$ cat src/rtl/load_pkg.sv
// load_pkg: shared definitions for the load sequencer.
//   - funct3 encodings for the supported load types
//   - FSM state encoding
//   - legality helpers for funct3 and address alignment
package load_pkg;

    localparam logic [2:0] LB  = 3'b000;
    localparam logic [2:0] LH  = 3'b001;
    localparam logic [2:0] LW  = 3'b010;
    localparam logic [2:0] LBU = 3'b100;
    localparam logic [2:0] LHU = 3'b101;

    typedef enum logic [1:0] {
        IDLE = 2'd0,
        REQ  = 2'd1,
        DONE = 2'd2
    } state_t;

    function automatic logic is_illegal_funct3(input logic [2:0] f3);
        return !(f3 inside {LB, LH, LW, LBU, LHU});
    endfunction

    // Only meaningful for legal funct3 values; byte loads are never misaligned.
    function automatic logic is_misaligned(input logic [2:0] f3, input logic [1:0] lane);
        logic mis;
        case (f3)
            LW:       mis = (lane != 2'b00);
            LH, LHU:  mis = lane[0];
            default:  mis = 1'b0;
        endcase
        return mis;
    endfunction

endpackage

$ cat src/rtl/load_align.sv
// load_align: combinational lane select and sign/zero extension of a
// little-endian memory word.
// Ports:
//   rdata  [31:0] in   memory read word
//   lane   [1:0]  in   byte offset within the word (addr[1:0])
//   funct3 [2:0]  in   load type
//   data   [31:0] out  extended result (0 for unsupported funct3)
module load_align
    import load_pkg::*;
(
    input  logic [31:0] rdata,
    input  logic [1:0]  lane,
    input  logic [2:0]  funct3,
    output logic [31:0] data
);

    logic [7:0]  byte_sel;
    logic [15:0] half_sel;

    always_comb begin
        byte_sel = rdata[{lane, 3'b000} +: 8];
        half_sel = rdata[{lane[1], 4'b0000} +: 16];
        case (funct3)
            LB:      data = {{24{byte_sel[7]}}, byte_sel};
            LBU:     data = {24'd0, byte_sel};
            LH:      data = {{16{half_sel[15]}}, half_sel};
            LHU:     data = {16'd0, half_sel};
            LW:      data = rdata;
            default: data = 32'd0;
        endcase
    end

endmodule

$ cat src/rtl/load_unit.sv
// load_unit: multi-cycle load sequencer. Accepts an effective address,
// funct3 and rd, issues one word-aligned read on the req/ack interface,
// extracts and extends the addressed data and presents it for writeback
// with a one-cycle done pulse.
// Optional feature macro: LOAD_TIMEOUT_EN (adds an ack wait limit of
// TIMEOUT_CYCLES; undefined means REQ waits indefinitely).
// Ports:
//   clk, rst (async active-high)
//   start, addr[31:0], funct3[2:0], rd[4:0]     load request
//   mem_req, mem_addr[31:0], mem_ack, mem_rdata  memory read interface
//   busy, done, err, load_data[31:0], wb_rd[4:0], wb_en  status / writeback
//
// state | meaning
// IDLE  | waiting for start; request fields latched on acceptance
// REQ   | mem_req held with stable mem_addr until ack (or timeout)
// DONE  | one-cycle done pulse with result, err, wb_rd, wb_en
module load_unit
    import load_pkg::*;
#(
    parameter int unsigned TIMEOUT_CYCLES = 255
)
(
    input  logic        clk,
    input  logic        rst,
    input  logic        start,
    input  logic [31:0] addr,
    input  logic [2:0]  funct3,
    input  logic [4:0]  rd,
    output logic        mem_req,
    output logic [31:0] mem_addr,
    input  logic        mem_ack,
    input  logic [31:0] mem_rdata,
    output logic        busy,
    output logic        done,
    output logic        err,
    output logic [31:0] load_data,
    output logic [4:0]  wb_rd,
    output logic        wb_en
);

    state_t      state_q, state_d;
    logic [31:0] addr_q;
    logic [2:0]  f3_q;
    logic [4:0]  rd_q;
    logic [31:0] data_q;
    logic        err_q;

    logic        illegal;
    logic        tmo;
    logic [31:0] aligned;

    assign illegal = is_illegal_funct3(funct3) || is_misaligned(funct3, addr[1:0]);

    load_align u_align (
        .rdata  (mem_rdata),
        .lane   (addr_q[1:0]),
        .funct3 (f3_q),
        .data   (aligned)
    );

`ifdef LOAD_TIMEOUT_EN
    logic [7:0] wait_cnt_q;

    assign tmo = (state_q == REQ) && (wait_cnt_q == 8'(TIMEOUT_CYCLES));

    // Cleared whenever not in REQ, so it is zero on every REQ entry.
    always_ff @(posedge clk or posedge rst) begin
        if (rst) begin
            wait_cnt_q <= 8'd0;
        end else if (state_q == REQ) begin
            if (!mem_ack) begin
                wait_cnt_q <= wait_cnt_q + 8'd1;
            end
        end else begin
            wait_cnt_q <= 8'd0;
        end
    end
`else
    assign tmo = 1'b0;
`endif

    always_comb begin
        state_d = state_q;
        case (state_q)
            IDLE: begin
                if (start) begin
                    state_d = illegal ? DONE : REQ;
                end
            end
            REQ: begin
                // ack has priority over a coincident timeout
                if (mem_ack || tmo) begin
                    state_d = DONE;
                end
            end
            DONE:    state_d = IDLE;
            default: state_d = IDLE;
        endcase
    end

    always_ff @(posedge clk or posedge rst) begin
        if (rst) begin
            state_q <= IDLE;
            addr_q  <= 32'd0;
            f3_q    <= 3'd0;
            rd_q    <= 5'd0;
            data_q  <= 32'd0;
            err_q   <= 1'b0;
        end else begin
            state_q <= state_d;
            case (state_q)
                IDLE: begin
                    if (start) begin
                        addr_q <= addr;
                        f3_q   <= funct3;
                        rd_q   <= rd;
                        err_q  <= illegal;
                        data_q <= 32'd0;
                    end
                end
                REQ: begin
                    if (mem_ack) begin
                        data_q <= aligned;
                        err_q  <= 1'b0;
                    end else if (tmo) begin
                        data_q <= 32'd0;
                        err_q  <= 1'b1;
                    end
                end
                default: ;
            endcase
        end
    end

    assign mem_req   = (state_q == REQ);
    assign mem_addr  = {addr_q[31:2], 2'b00};
    assign busy      = (state_q != IDLE);
    assign done      = (state_q == DONE);
    assign err       = done & err_q;
    assign load_data = done ? data_q : 32'd0;
    assign wb_rd     = rd_q;
    assign wb_en     = done & ~err_q & (rd_q != 5'd0);

endmodule

$ cat config.mk
export PLATFORM = sky130hd
export DESIGN_NAME = load_unit
export DESIGN_NICKNAME = d
export VERILOG_FILES = /design/src/rtl/load_pkg.sv /design/src/rtl/load_align.sv /design/src/rtl/load_unit.sv
export SDC_FILE = /design/constraint.sdc
export NUM_CORES = 1
export LEC_CHECK = 0
export BUFFER_PORTS_ARGS = -buffer_cell sky130_fd_sc_hd__buf_2
export CAP_MARGIN = 20
export CORE_ASPECT_RATIO = 0.9
export CORE_UTILIZATION = 30
export CTS_CLUSTER_SIZE = 20
export DETAILED_ROUTE_END_ITERATION = 6
export PLACE_DENSITY = 0.53
export REMOVE_ABC_BUFFERS = 1
export SYNTH_ARGS = -nofsm -noshare
export SYNTH_HDL_FRONTEND = slang
export SYNTH_HIERARCHICAL = 1
export SYNTH_SLANG_ARGS = --single-unit
$ cat constraint.sdc
create_clock -name clk -period 3.5 [get_ports clk]
set_clock_uncertainty 0.05 [all_clocks]
set_input_delay 0.7 -clock clk [delete_from_list [all_inputs] [get_ports clk]]
set_output_delay 0.7 -clock clk [all_outputs]
set_load 0.03 [all_outputs]
# [After elaboration in Yosys (flattened, before gate mapping)]
# Cells that the tools add are included.
[word_totals] regBits=75 latch_bits=0 ramBits=0 romBits=0 inputBits=76 out_inout_bits=74 elab_cells=51 memories=0
[op_classes] add_sub_neg=0 multipliers=0 div=0 magnitude_cmp=0 eq_ne=12 n_shift=2 n_mux=13 n_bitwise=4 n_reduce_logical=14
[ops] op="32-bit case mux with 5 select lines" n=1
[ops] op="32-bit 2-to-1 mux" n=3
[ops] op="32-bit case mux with 2 select lines" n=1
[ops] op="32-bit by 6-bit indexed part select with 16-bit output" n=1
[ops] op="32-bit by 6-bit indexed part select with 8-bit output" n=1
[ops] op="3-bit equality test (second input constant)" n=4
[ops] op="5-bit nonzero test" n=2
[ops] op="3-bit by 1-bit equality test with 1-bit output (second input constant)" n=2
[ops] op="3-bit by 2-bit equality test with 1-bit output (second input constant)" n=2
[ops] op="3-bit logical NOT" n=2
[ops] op="2-bit 2-to-1 mux" n=3
[ops] op="2-bit nonzero test" n=3
[ops] op="1-bit case mux with 2 select lines" n=2
[ops] op="2-bit case mux with 2 select lines" n=1
[ops] op="2-bit AND reduction" n=2
[ops] op="1-bit bitwise AND" n=3
[ops] op="3-bit AND reduction" n=1
[ops] op="2-bit by 1-bit equality test with 1-bit output (second input constant)" n=1
[ops] op="2-bit equality test (second input constant)" n=1
[ops] op="2-bit logical NOT" n=1
[ops] op="1-bit 2-to-1 mux" n=2
[ops] op="2-bit by 1-bit != test with 1-bit output (second input constant)" n=1
[ops] op="2-bit != test (second input constant)" n=1
[ops] op="2-bit OR reduction" n=1
[ops] op="3 further kinds" n=3

# [Longest topological paths before layout]
# Gate-level depths: netlist of run 1.
[logic_depth] word_depth=7 ltp_mapped=8 depth_no_buf=5

# [Hierarchy]
# The synthesis of run 1 kept the hierarchy.
[by_module_without_submodules] module="load_unit" instances=1 cells_per_inst=321 area_per_inst_um2=3597.2 seq_area_each_um2=1876.8
[by_module_without_submodules] module="load_align" instances=1 cells_per_inst=109 area_per_inst_um2=785.8 seq_area_each_um2=0.0

# [Worst setup path before layout of run 1]
# OpenSTA, ideal clock, no wires.
[synth_path] kind="register -> output" start="reg state_q[1]" end="out wb_en" t_arrival_ps=1467 required_ps=2750 setup_slack_ps=1283 stages_incl_launch_ff=3 cell_sequence="dfrtp_1 -> nor2b_1 -> nor3b_1"
[synth_between] elab_chain_cells=3
[synth_rtl] element="start: declaration" line_no="load_unit.sv:41" rtl="state_t state_q, state_d;"
[synth_rtl] element="start signal: assignment" line_no="load_unit.sv:110" rtl="state_q <= state_d;"
[synth_rtl] element="2-bit equality test" line_no="load_unit.sv:138" rtl="assign done = (state_q == DONE);"
[synth_rtl] element="1-bit bitwise AND (2 in a row)" line_no="load_unit.sv:142" rtl="assign wb_en = done & ~err_q & (rd_q != 5'd0);"
[synth_rtl] element="end: declaration" line_no="load_unit.sv:38" rtl="output logic wb_en"
# Every way passes these cells.

# [Final worst setup path of run 1]
[layout_path] start="reg state_q[0]" end="out wb_en"
# Same word-level chain as after synthesis.

==> qor_table.md, run 1 <==
| Metric | Reported |
|:---|:---|
| Result of the run | finished, final reports clean |
| Final Cell Area | 5334 um^2 |
| Ordered list of cells on the worst path | nor2b_2, buf_4, nor3b_1, buf_2 |
| Total number of H-tree levels | 3 |
| Number of antenna violations at the first check in global routing | 2 |
| P_leak | 2.459 nW |
| Die Footprint | 15100 um^2 |
| CP startpoint kind | register |
| Die Width | 129.4 um |
| Number of rows created at floorplan | 41 |
| CTS sink count | 75 |
| Top area cells in the synthesized netlist | sky130_fd_sc_hd__dfrtp_1, sky130_fd_sc_hd__mux2_2, sky130_fd_sc_hd__buf_4, sky130_fd_sc_hd__o31ai_1, sky130_fd_sc_hd__and2_1 |
| Antenna viol nets, final | 0 |
| Post-cts gate resize count | 0 |
| Final weighted congestion of routability-driven global placement | 0.8116 |
| Required arrival time at the worst endpoint | 2750 ps |
| Root buffer cell | sky130_fd_sc_hd__clkbuf_16 |
| Initial core utilization | 30.96% |
| CTS tree | done |
| Count of TritonRoute iterations in the first routing pass | 5 |
| Ratio of cells with drive above 1 in the final layout | 43.13% |
| Final hold viol count | 0 |
| Fill count | 1488 |
| Residual overflow from global routing | 0 |
| Average cell area after synthesis | 10.19 um^2 |
| Total CTS buffers | 9 |
| Footprint of the multi-input gates | 2002 um^2 |
| Most common flop cell mapped by yosys | sky130_fd_sc_hd__dfrtp_1 |
| Max FO, Critical Path | 23 |
| Critical path arrival | 2060 ps |
| Share of synthesized registers carrying an async set or reset | 100.0% |
| Max-cap violation count | 0 |
| GR Util All Layers | 16.28% |
| Count of synthesis-stage warnings from yosys | 6 |
| Crit path buf inv count | 2 |
| Final Critical Period | 2810 ps |
| DR WL/cell | 16.40 um |
| Area added between synthesis and finish | 21.70% |
| Clock network latency to the later pin of the worst-skew pair | 340 ps |
| Initial detailed-routing violation count | 220 |
| Wire length of the first global-routing pass | 18300 um |
| Pin slew with the least headroom to its limit | 851.8 ps |
| Y dimension of the die | 116.7 um |
| Period utilisation layout | 80.30% |
| Worst VDD drop | 0.0003355 V |
| Cells after synthesis | 430 |
| Boundary Pins | 150 |
| Via/cell ratio | 4.775 |
| Worst setup margin | 689.6 ps |
| Highest-delay cell along the critical path | sky130_fd_sc_hd__dfrtp_1 |
| Maximum number of pins on one net before global-route repair | 69 |
| Total power | 3.578 mW |
| Endpoint class of the critical path | primary output |
| Worst slack after detailed placement | 1018 ps |
| Final WL | 11890 um |
| Flip-flop and latch count after synthesis | 75 |
| Total of endpoints with negative setup slack in the final report | 0 |
| Post-synth EDFFs | 0 |
| Proportion of netlist area held by the largest area contributor | 42.82% |
| Standard cell core area | 14160 um^2 |
| Post-CTS repair timing setup buffer count | 0 |
| Final Net Count | 602 |
| Number of buffers between clock root and the deepest sink | 2 |
| Classification of the worst setup path | reg2out |
| DP Area | 4925 um^2 |
| Delay of the slowest cell on the worst path | 480 ps |
| Clock input transition at the sequential cells of the worst setup and hold paths | 60 ps |
| Fmax | 0.3558 GHz |
| Detailed Place HPWL | 8668 um |
| Largest area contributor in the netlist | sky130_fd_sc_hd__dfrtp_1 |
| Number of global-route vias before repair | 3357 |
| Number of max-slew violations in the final report | 0 |
| Drc violations | 0 |
| Rel. slew slack | 43.21% |
| Classification of the worst-slack hold path | in2async |
| Input/output buffers | 147 |
| Total area of sequential cells | 1878 um^2 |
| Syn Std Cell Area | 4383 um^2 |
| Number of hold-repair buffers added at the cts stage | 0 |
| Count of distinct cell types in the synthesized netlist | 38 |
| Top Family by Delay on Critical Path | simple AND/OR/NAND/NOR gates |
| Cell area power density | 670.7 nW/um^2 |
| RSZ-0062 raised after global routing | no |
| Part of the Yosys area used for sequential elements | 42.82% |
| Via count | 3462 |
-- cell usage in the layout, fill, tap and decap left out, drive strengths merged, types with 6 or more instances in the layout --
master and n:
mux2 44, clkbuf 9, nor2 11, buf 156, o221ai 8, a221o 6
and2 34, inv 7, nand3 16, dfrtp 75, nand2 41, o211ai 16
o21ai 35, mux2i 8, o31ai 32
-- layout make-up --
cell class / count / area share (%)
Multi-Input combinational cell: 280 / 37.53
Clock inverter: 7 / 2.745
Inverter: 4 / 0.2815
Clock buffer: 9 / 4.222
Antenna cell: 1 / 0.04692
Timing Repair Buffer: 156 / 15.44
Sequential cell: 75 / 35.21
Tap cell: 193 / 4.527
-- path summary, 6_finish.rpt --
path	startpoint	depth (start not counted)	end	slack (ps)
worst min register to register	data_q[27]	2	data_q[27]	450
max in group asynchronous	rst	4	state_q[1]	2300
worst min-delay path	rst	2	data_q[8]	330
worst max-delay path	state_q[0]	4	wb_en	690
worst max register to register	f3_q[1]	5	data_q[1]	1060
min in group clk	data_q[27]	2	data_q[27]	450
-- synthesized netlist by cell type, drive strengths merged (6+ instances only) --
cell,count
nor2,11
o221ai,8
dfrtp,75
mux2,44
a221o,6
mux2i,8
o21ai,35
o31ai,32
and2,34
nand3,16
clkbuf,15
o211ai,16
buf,57
nand2,41
-- where the power goes --
part           switching (mW)  internal, mW
clock                   0.379         0.776
combinational           0.767         0.456
sequential              0.155          1.04
total                    1.30          2.28
-- kinds of logic after synthesis --
| kind of cell | share of synthesized area [%] |
|---|---|
| AO/OA/AOI/OAI | 17.30 |
| buffers and inverters | 12.13 |
| flip-flops | 42.82 |
| multiplexers | 13.13 |
| other | 0.08556 |
| AND/OR/NAND/NOR | 14.53 |
-- metal layers --
layer  routed length (um)  global-route usage [%]
met5                   13                       0
met4                   72                   4.186
met3                  640                   4.902
met2                 5986                   27.03
met1                 5173                   20.70
-- flip-flops by register name, indices dropped and copies added (netlist names) --
name and cells:
err_q 1, wb_rd 5, f3_q 3, data_q 32
addr_q 32, state_q 2
-- through the flow --
step	hold WS (ps)	setup TNS, ps	std cells	utilization (%)
6_report	333.7	0	725	37.67
5_1_grt	360.4	0	724	37.65
4_1_cts	454.4	0	722	37.41
3_5_place_dp	440.7	0	706	34.78
3_3_place_gp	433.8	0	706	34.78
2_1_floorplan	418.2	-4072	359	-
No activity file was read; power rests on OpenSTA's default activity.
==> run 2, diff against run 1 <==
PLACE_DENSITY = 0.55   (was 0.53)
clock period = 2.52 ns   (was 3.5 ns; I/O delays follow)
==> qor_table.md, run 2 (synthesis gave the netlist of run 1 again) <==
| Metric | Reported | Change |
|:---|:---|:---|
| CP startpoint kind | register |  |
| Highest-delay cell along the critical path | sky130_fd_sc_hd__dfrtp_1 |  |
| Input/output buffers | 147 | unchanged |
| Final WL | 11620 um | -2.2% |
| Final Cell Area | 5314 um^2 | -0.38% |
| Top Family by Delay on Critical Path | flip-flops |  |
| Total of endpoints with negative setup slack in the final report | 0 | unchanged |
| Number of buffers between clock root and the deepest sink | 2 | unchanged |
| Max-cap violation count | 0 | unchanged |
| Crit path buf inv count | 2 | unchanged |
| Post-CTS repair timing setup buffer count | 0 | unchanged |
| Total number of H-tree levels | 3 | unchanged |
| P_leak | 2.456 nW | -0.11% |
| Most frequent cells in the layout | sky130_fd_sc_hd__buf_2, sky130_fd_sc_hd__dfrtp_1, sky130_fd_sc_hd__mux2_2 |  |
| Residual overflow from global routing | 0 | unchanged |
| Worst VDD drop | 0.0004486 V | +34% |
| Rel. slew slack | 62.84% | +20 points |
| Final hold viol count | 0 | unchanged |
| Final Net Count | 605 | +0.50% |
| DR WL/cell | 15.99 um | -2.5% |
| Detailed Place HPWL | 8599 um | -0.81% |
| Post-route insts no fill | 727 | +0.28% |
| CTS tree | done |  |
| Layer with the highest usage | met2 |  |
| Die Footprint | 15100 um^2 | unchanged |
| Required arrival time at the worst endpoint | 1970 ps | -780 ps |
| Fmax | 0.4461 GHz |  |
| Number of antenna violations at the first check in global routing | 0 | -2 |
| Grt met2 use | 26.88% | -0.14 points |
| Period utilisation layout | 88.95% |  |
| Result of the run | finished, final reports clean |  |
| Summed negative setup slack over all endpoints | 0 ps | unchanged |
| Reg2Reg Setup Slack | 660 ps | -400 ps |
| Pin slew with the least headroom to its limit | 557.4 ps | -294.4 ps |
| Total power | 4.797 mW | +34% |
| Maximum number of pins on one net before global-route repair | 76 | +10% |
| Initial detailed-routing violation count | 186 | -15% |
| Count of TritonRoute iterations in the first routing pass | 4 | -1 |
| Number of cells after detailed placement | 711 | +0.71% |
| CTS sink count | 75 | unchanged |
| Critical path arrival | 1690 ps | -370 ps |
| Wire length of the first global-routing pass | 18370 um | +0.38% |
| Clock input transition at the sequential cells of the worst setup and hold paths | 60 ps | about the same |
| Antenna viol nets, final | 0 | unchanged |
| Via count | 3477 | +0.43% |
| Worst Reg-to-Reg Cells | 6 | +1 |
| Via/cell ratio | 4.783 | +0.16% |
| Number of hold-repair buffers added at the cts stage | 0 | unchanged |
| Ordered list of cells on the worst path | nor2b_2, buf_4, and2_1, buf_2 |  |
| Ratio of cells with drive above 1 in the final layout | 43.45% | +0.32 points |
| Met1 demand-to-capacity share in global routing | 21.19% | +0.50 points |
| Die Width | 129.4 um | unchanged |
| Total CTS buffers | 9 | unchanged |
| Initial core utilization | 30.96% | unchanged |
| Y dimension of the die | 116.7 um | unchanged |
| Standard cell core area | 14160 um^2 | unchanged |
| GR Util All Layers | 16.09% | -0.19 points |
| Root buffer cell | sky130_fd_sc_hd__clkbuf_16 |  |
| Drc violations | 0 | unchanged |
| Classification of the worst setup path | reg2out |  |
| Boundary Pins | 150 | unchanged |
| Endpoint class of the critical path | primary output |  |
| Reg2Reg Capture Point | data_q[19] |  |
| Final weighted congestion of routability-driven global placement | 0.7834 | -3.5% |
| Most common library cell in the layout ignoring fill and taps | sky130_fd_sc_hd__buf_2 |  |
| Number of rows created at floorplan | 41 | unchanged |
| Number of global-route vias before repair | 3374 | +0.51% |
| Max FO, Critical Path | 33 | +43% |
| Worst R2R Start | addr_q[1] |  |
| Final Critical Period | 2242 ps |  |
| Post-cts gate resize count | 0 | unchanged |
| Delay of the slowest cell on the worst path | 490 ps | about the same |
| DP Area | 4987 um^2 | +1.3% |
| Area added between synthesis and finish | 21.24% |  |
| RSZ-0062 raised after global routing | no |  |
| Classification of the worst-slack hold path | in2async |  |
| Number of max-slew violations in the final report | 0 | unchanged |
| Met3 layer usage reported by global route | 3.848% | -1.1 points |
| Cell area power density | 902.8 nW/um^2 | +35% |
| Diodes inserted | 0 | -1 |
| Clock network latency to the later pin of the worst-skew pair | 330 ps | about the same |
## run 2: metrics by stage
step	hold slack (ps)	worst slack [ps]	utilization, %
final	214.1	278.5	37.53
after global routing	255.8	144.5	37.53
after CTS	234.4	231.5	37.53
after floorplan	418.2	-1298	-
after global placement	433.3	617.5	35.22
after detailed placement	441.0	604.0	35.22
## run 2: routing by layer
layer  vias to the layer above  share of wire, %  routed length (um)
met2                        94                49                5674
met3                         6               4.9                 569
met4                         0              0.81                  94
met1                      1682                45                5284
met5                         -                 0                   0
li1                       1695                 -                   -
## run 2: report_power, final
group	switching (mW)	leakage, nW	internal [mW]	total (mW)
clock	0.508	0.163	0.895	1.40
sequential	0.182	0.947	1.45	1.63
combinational	1.10	1.35	0.660	1.76
## run 2: how the worst max path moves through the flow
stage / from / to / slack (ps) / depth (start not counted)
6_report: state_q[0] / load_data[27] / 280 / 4
5_1_grt: state_q[0] / load_data[4] / 140 / 4
4_1_cts: state_q[0] / load_data[29] / 230 / 4
3_5_place_dp: state_q[0] / load_data[29] / 600 / 4
3_3_place_gp: mem_rdata[31] / data_q[15] / 620 / 7
2_1_floorplan: state_q[1] / wb_en / -1300 / 2
## run 2: final cells by class
type / count / area [um^2]
well taps: 193 / 241.5
clock inverters: 6 / 87.58
fillers: 1503 / 8845
clock buffers: 10 / 239.0
multi-input cells: 280 / 2002
flip-flops and latches: 75 / 1878
repair buffers: 159 / 850.8
inverters: 4 / 15.01
## run 2: tightest hold or removal path: stages
cell                     delay [ps]
sky130_fd_sc_hd__buf_2          110
sky130_fd_sc_hd__inv_2           60
sky130_fd_sc_hd__buf_12         340
==> run 3, diff against run 2 <==
CORE_UTILIZATION = 40   (was 30)
PLACE_DENSITY = 0.7   (was 0.55)
==> qor_table.md, run 3 (synthesis gave the netlist of run 1 again) <==
| Metric | Reported | Change |
|:---|:---|:---|
| Count of TritonRoute iterations in the first routing pass | 7 | +3 |
| Fmax | 0.4442 GHz | -0.44% |
| Cell area power density | 882.1 nW/um^2 | -2.3% |
| P_leak | 2.409 nW | -1.9% |
| Total area of sequential cells | 1878 um^2 | unchanged |
| Total number of H-tree levels | 3 | unchanged |
| Final Net Count | 602 | -0.50% |
| Number of max-slew violations in the final report | 0 | unchanged |
| Diodes inserted | 0 | unchanged |
| Antenna viol nets, final | 0 | unchanged |
| Pin slew with the least headroom to its limit | 641.2 ps | +83.83 ps |
| Die Footprint | 11380 um^2 | -25% |
| Via/cell ratio | 5.335 | +12% |
| Residual overflow from global routing | 0 | unchanged |
| Required arrival time at the worst endpoint | 1970 ps | about the same |
| Clock network latency to the later pin of the worst-skew pair | 330 ps | about the same |
| Number of global-route vias before repair | 3442 | +2.0% |
| Max-cap violation count | 0 | unchanged |
| CP startpoint kind | register |  |
| DR WL/cell | 15.81 um | -1.1% |
| Root buffer cell | sky130_fd_sc_hd__clkbuf_16 |  |
| Total of endpoints with negative setup slack in the final report | 0 | unchanged |
| Final hold viol count | 0 | unchanged |
| Classification of the worst-slack hold path | in2async |  |
| Initial core utilization | 41.88% | +11 points |
| Number of buffers between clock root and the deepest sink | 2 | unchanged |
| Ratio of cells with drive above 1 in the final layout | 42.94% | -0.51 points |
| GR Util All Layers | 18.92% | +2.8 points |
| Post-route insts no fill | 660 | -9.2% |
| RSZ-0062 raised after global routing | no |  |
| Final WL | 10430 um | -10% |
| Critical path arrival | 1700 ps | about the same |
| Die Width | 112.3 um | -13% |
| Number of hold-repair buffers added at the cts stage | 0 | unchanged |
| Post-cts gate resize count | 0 | unchanged |
| Fill count | 988 | -34% |
| Endpoint class of the critical path | primary output |  |
| Worst VDD drop | 0.0005157 V | +15% |
| Wire length of the first global-routing pass | 17000 um | -7.4% |
| Total power | 4.547 mW | -5.2% |
| Summed negative setup slack over all endpoints | 0 ps | unchanged |
| Violations in the final reports | design-rule violations |  |
| Y dimension of the die | 101.3 um | -13% |
| Ordered list of cells on the worst path | nor2b_2, buf_4, and2_1, buf_2 |  |
| Via count | 3521 | +1.3% |
| Final weighted congestion of routability-driven global placement | 0.8071 | +3.0% |
| Max FO, Critical Path | 33 | unchanged |
| Worst setup margin | 268.6 ps | -9.860 ps |
| Period utilisation layout | 89.34% | +0.39 points |
| Classification of the worst setup path | reg2out |  |
| Detailed Place HPWL | 7426 um | -14% |
| Number of rows created at floorplan | 35 | -15% |
| Most frequent cells in the layout | sky130_fd_sc_hd__buf_2, sky130_fd_sc_hd__dfrtp_1, sky130_fd_sc_hd__mux2_2 |  |
| Number of antenna violations at the first check in global routing | 0 | unchanged |
| Worst slack after detailed placement | 480.4 ps | -123.5 ps |
| Area added between synthesis and finish | 17.61% |  |
| Result of the run | finished with violations |  |
| Final Util | 49.25% | +12 points |
| Worst Reg-to-Reg Cells | 5 | -1 |
| Initial detailed-routing violation count | 253 | +36% |
| Number of cells after detailed placement | 644 | -9.4% |
| CTS sink count | 75 | unchanged |
| Input/output buffers | 147 | unchanged |
| Post-CTS repair timing setup buffer count | 0 | unchanged |
| Boundary Pins | 150 | unchanged |
| Footprint of the multi-input gates | 2002 um^2 | unchanged |
| Standard cell core area | 10470 um^2 | -26% |
| Total CTS buffers | 9 | unchanged |
| Maximum number of pins on one net before global-route repair | 66 | -13% |
| Rel. slew slack | 57.25% | -5.6 points |
| Final Critical Period | 2251 ps | +9.860 ps |
| Most common library cell in the layout ignoring fill and taps | sky130_fd_sc_hd__buf_2 |  |
| CTS tree | done |  |
| Clock input transition at the sequential cells of the worst setup and hold paths | 60 ps | about the same |
| Drc violations | 8 | +8 |
| Delay of the slowest cell on the worst path | 490 ps | about the same |
| Highest-delay cell along the critical path | sky130_fd_sc_hd__dfrtp_1 |  |
-- run 3: worst max-delay path, delay by kind of cell (launching register included) --
kind | cells | cell delay [ps]
flip-flops | 1 | 490
buffers and inverters | 2 | 490
AND/OR/NAND/NOR | 2 | 380
-- run 3: path summary, 6_finish.rpt --
path	from	endpoint	slack [ps]
max	state_q[0]	load_data[15]	270
min	rst	addr_q[3]	150
max reg2reg	addr_q[1]	data_q[14]	480
min reg2reg	addr_q[11]	addr_q[11]	450
max in group asynchronous	rst	state_q[1]	1640
min in group clk	addr[15]	addr_q[15]	360
-- run 3: layout make-up --
type | instances | area share (%)
clock buffers | 12 | 4.976
clock inverters | 4 | 0.4854
inverters | 4 | 0.3155
multi-input cells | 280 | 38.83
flip-flops and latches | 75 | 36.43
well taps | 129 | 3.131
repair buffers | 156 | 15.83
-- run 3: routing by layer --
layer | routed length (um) | vias to the layer above | track usage [%]
li1 | - | 1689 | -
met1 | 4622 | 1695 | 25.70
met2 | 4966 | 123 | 30.05
met3 | 693 | 14 | 4.369
met4 | 150 | 0 | 6.256
met5 | 0 | - | 0
-- run 3: where the power goes --
part           internal (mW)  switching (mW)  leakage, nW
Clock                  0.717           0.492        0.135
Sequential              1.45           0.200        0.947
Combinational          0.639            1.05         1.33
-- run 3: through the flow --
step | cell area [um^2] | hold slack [ps]
5_1_grt | 5155 | 196.3
2_1_floorplan | 3870 | 418.2
6_report | 5155 | 148.4
3_5_place_dp | 4873 | 440.6
4_1_cts | 5155 | 159.6
3_3_place_gp | 4873 | 432.7
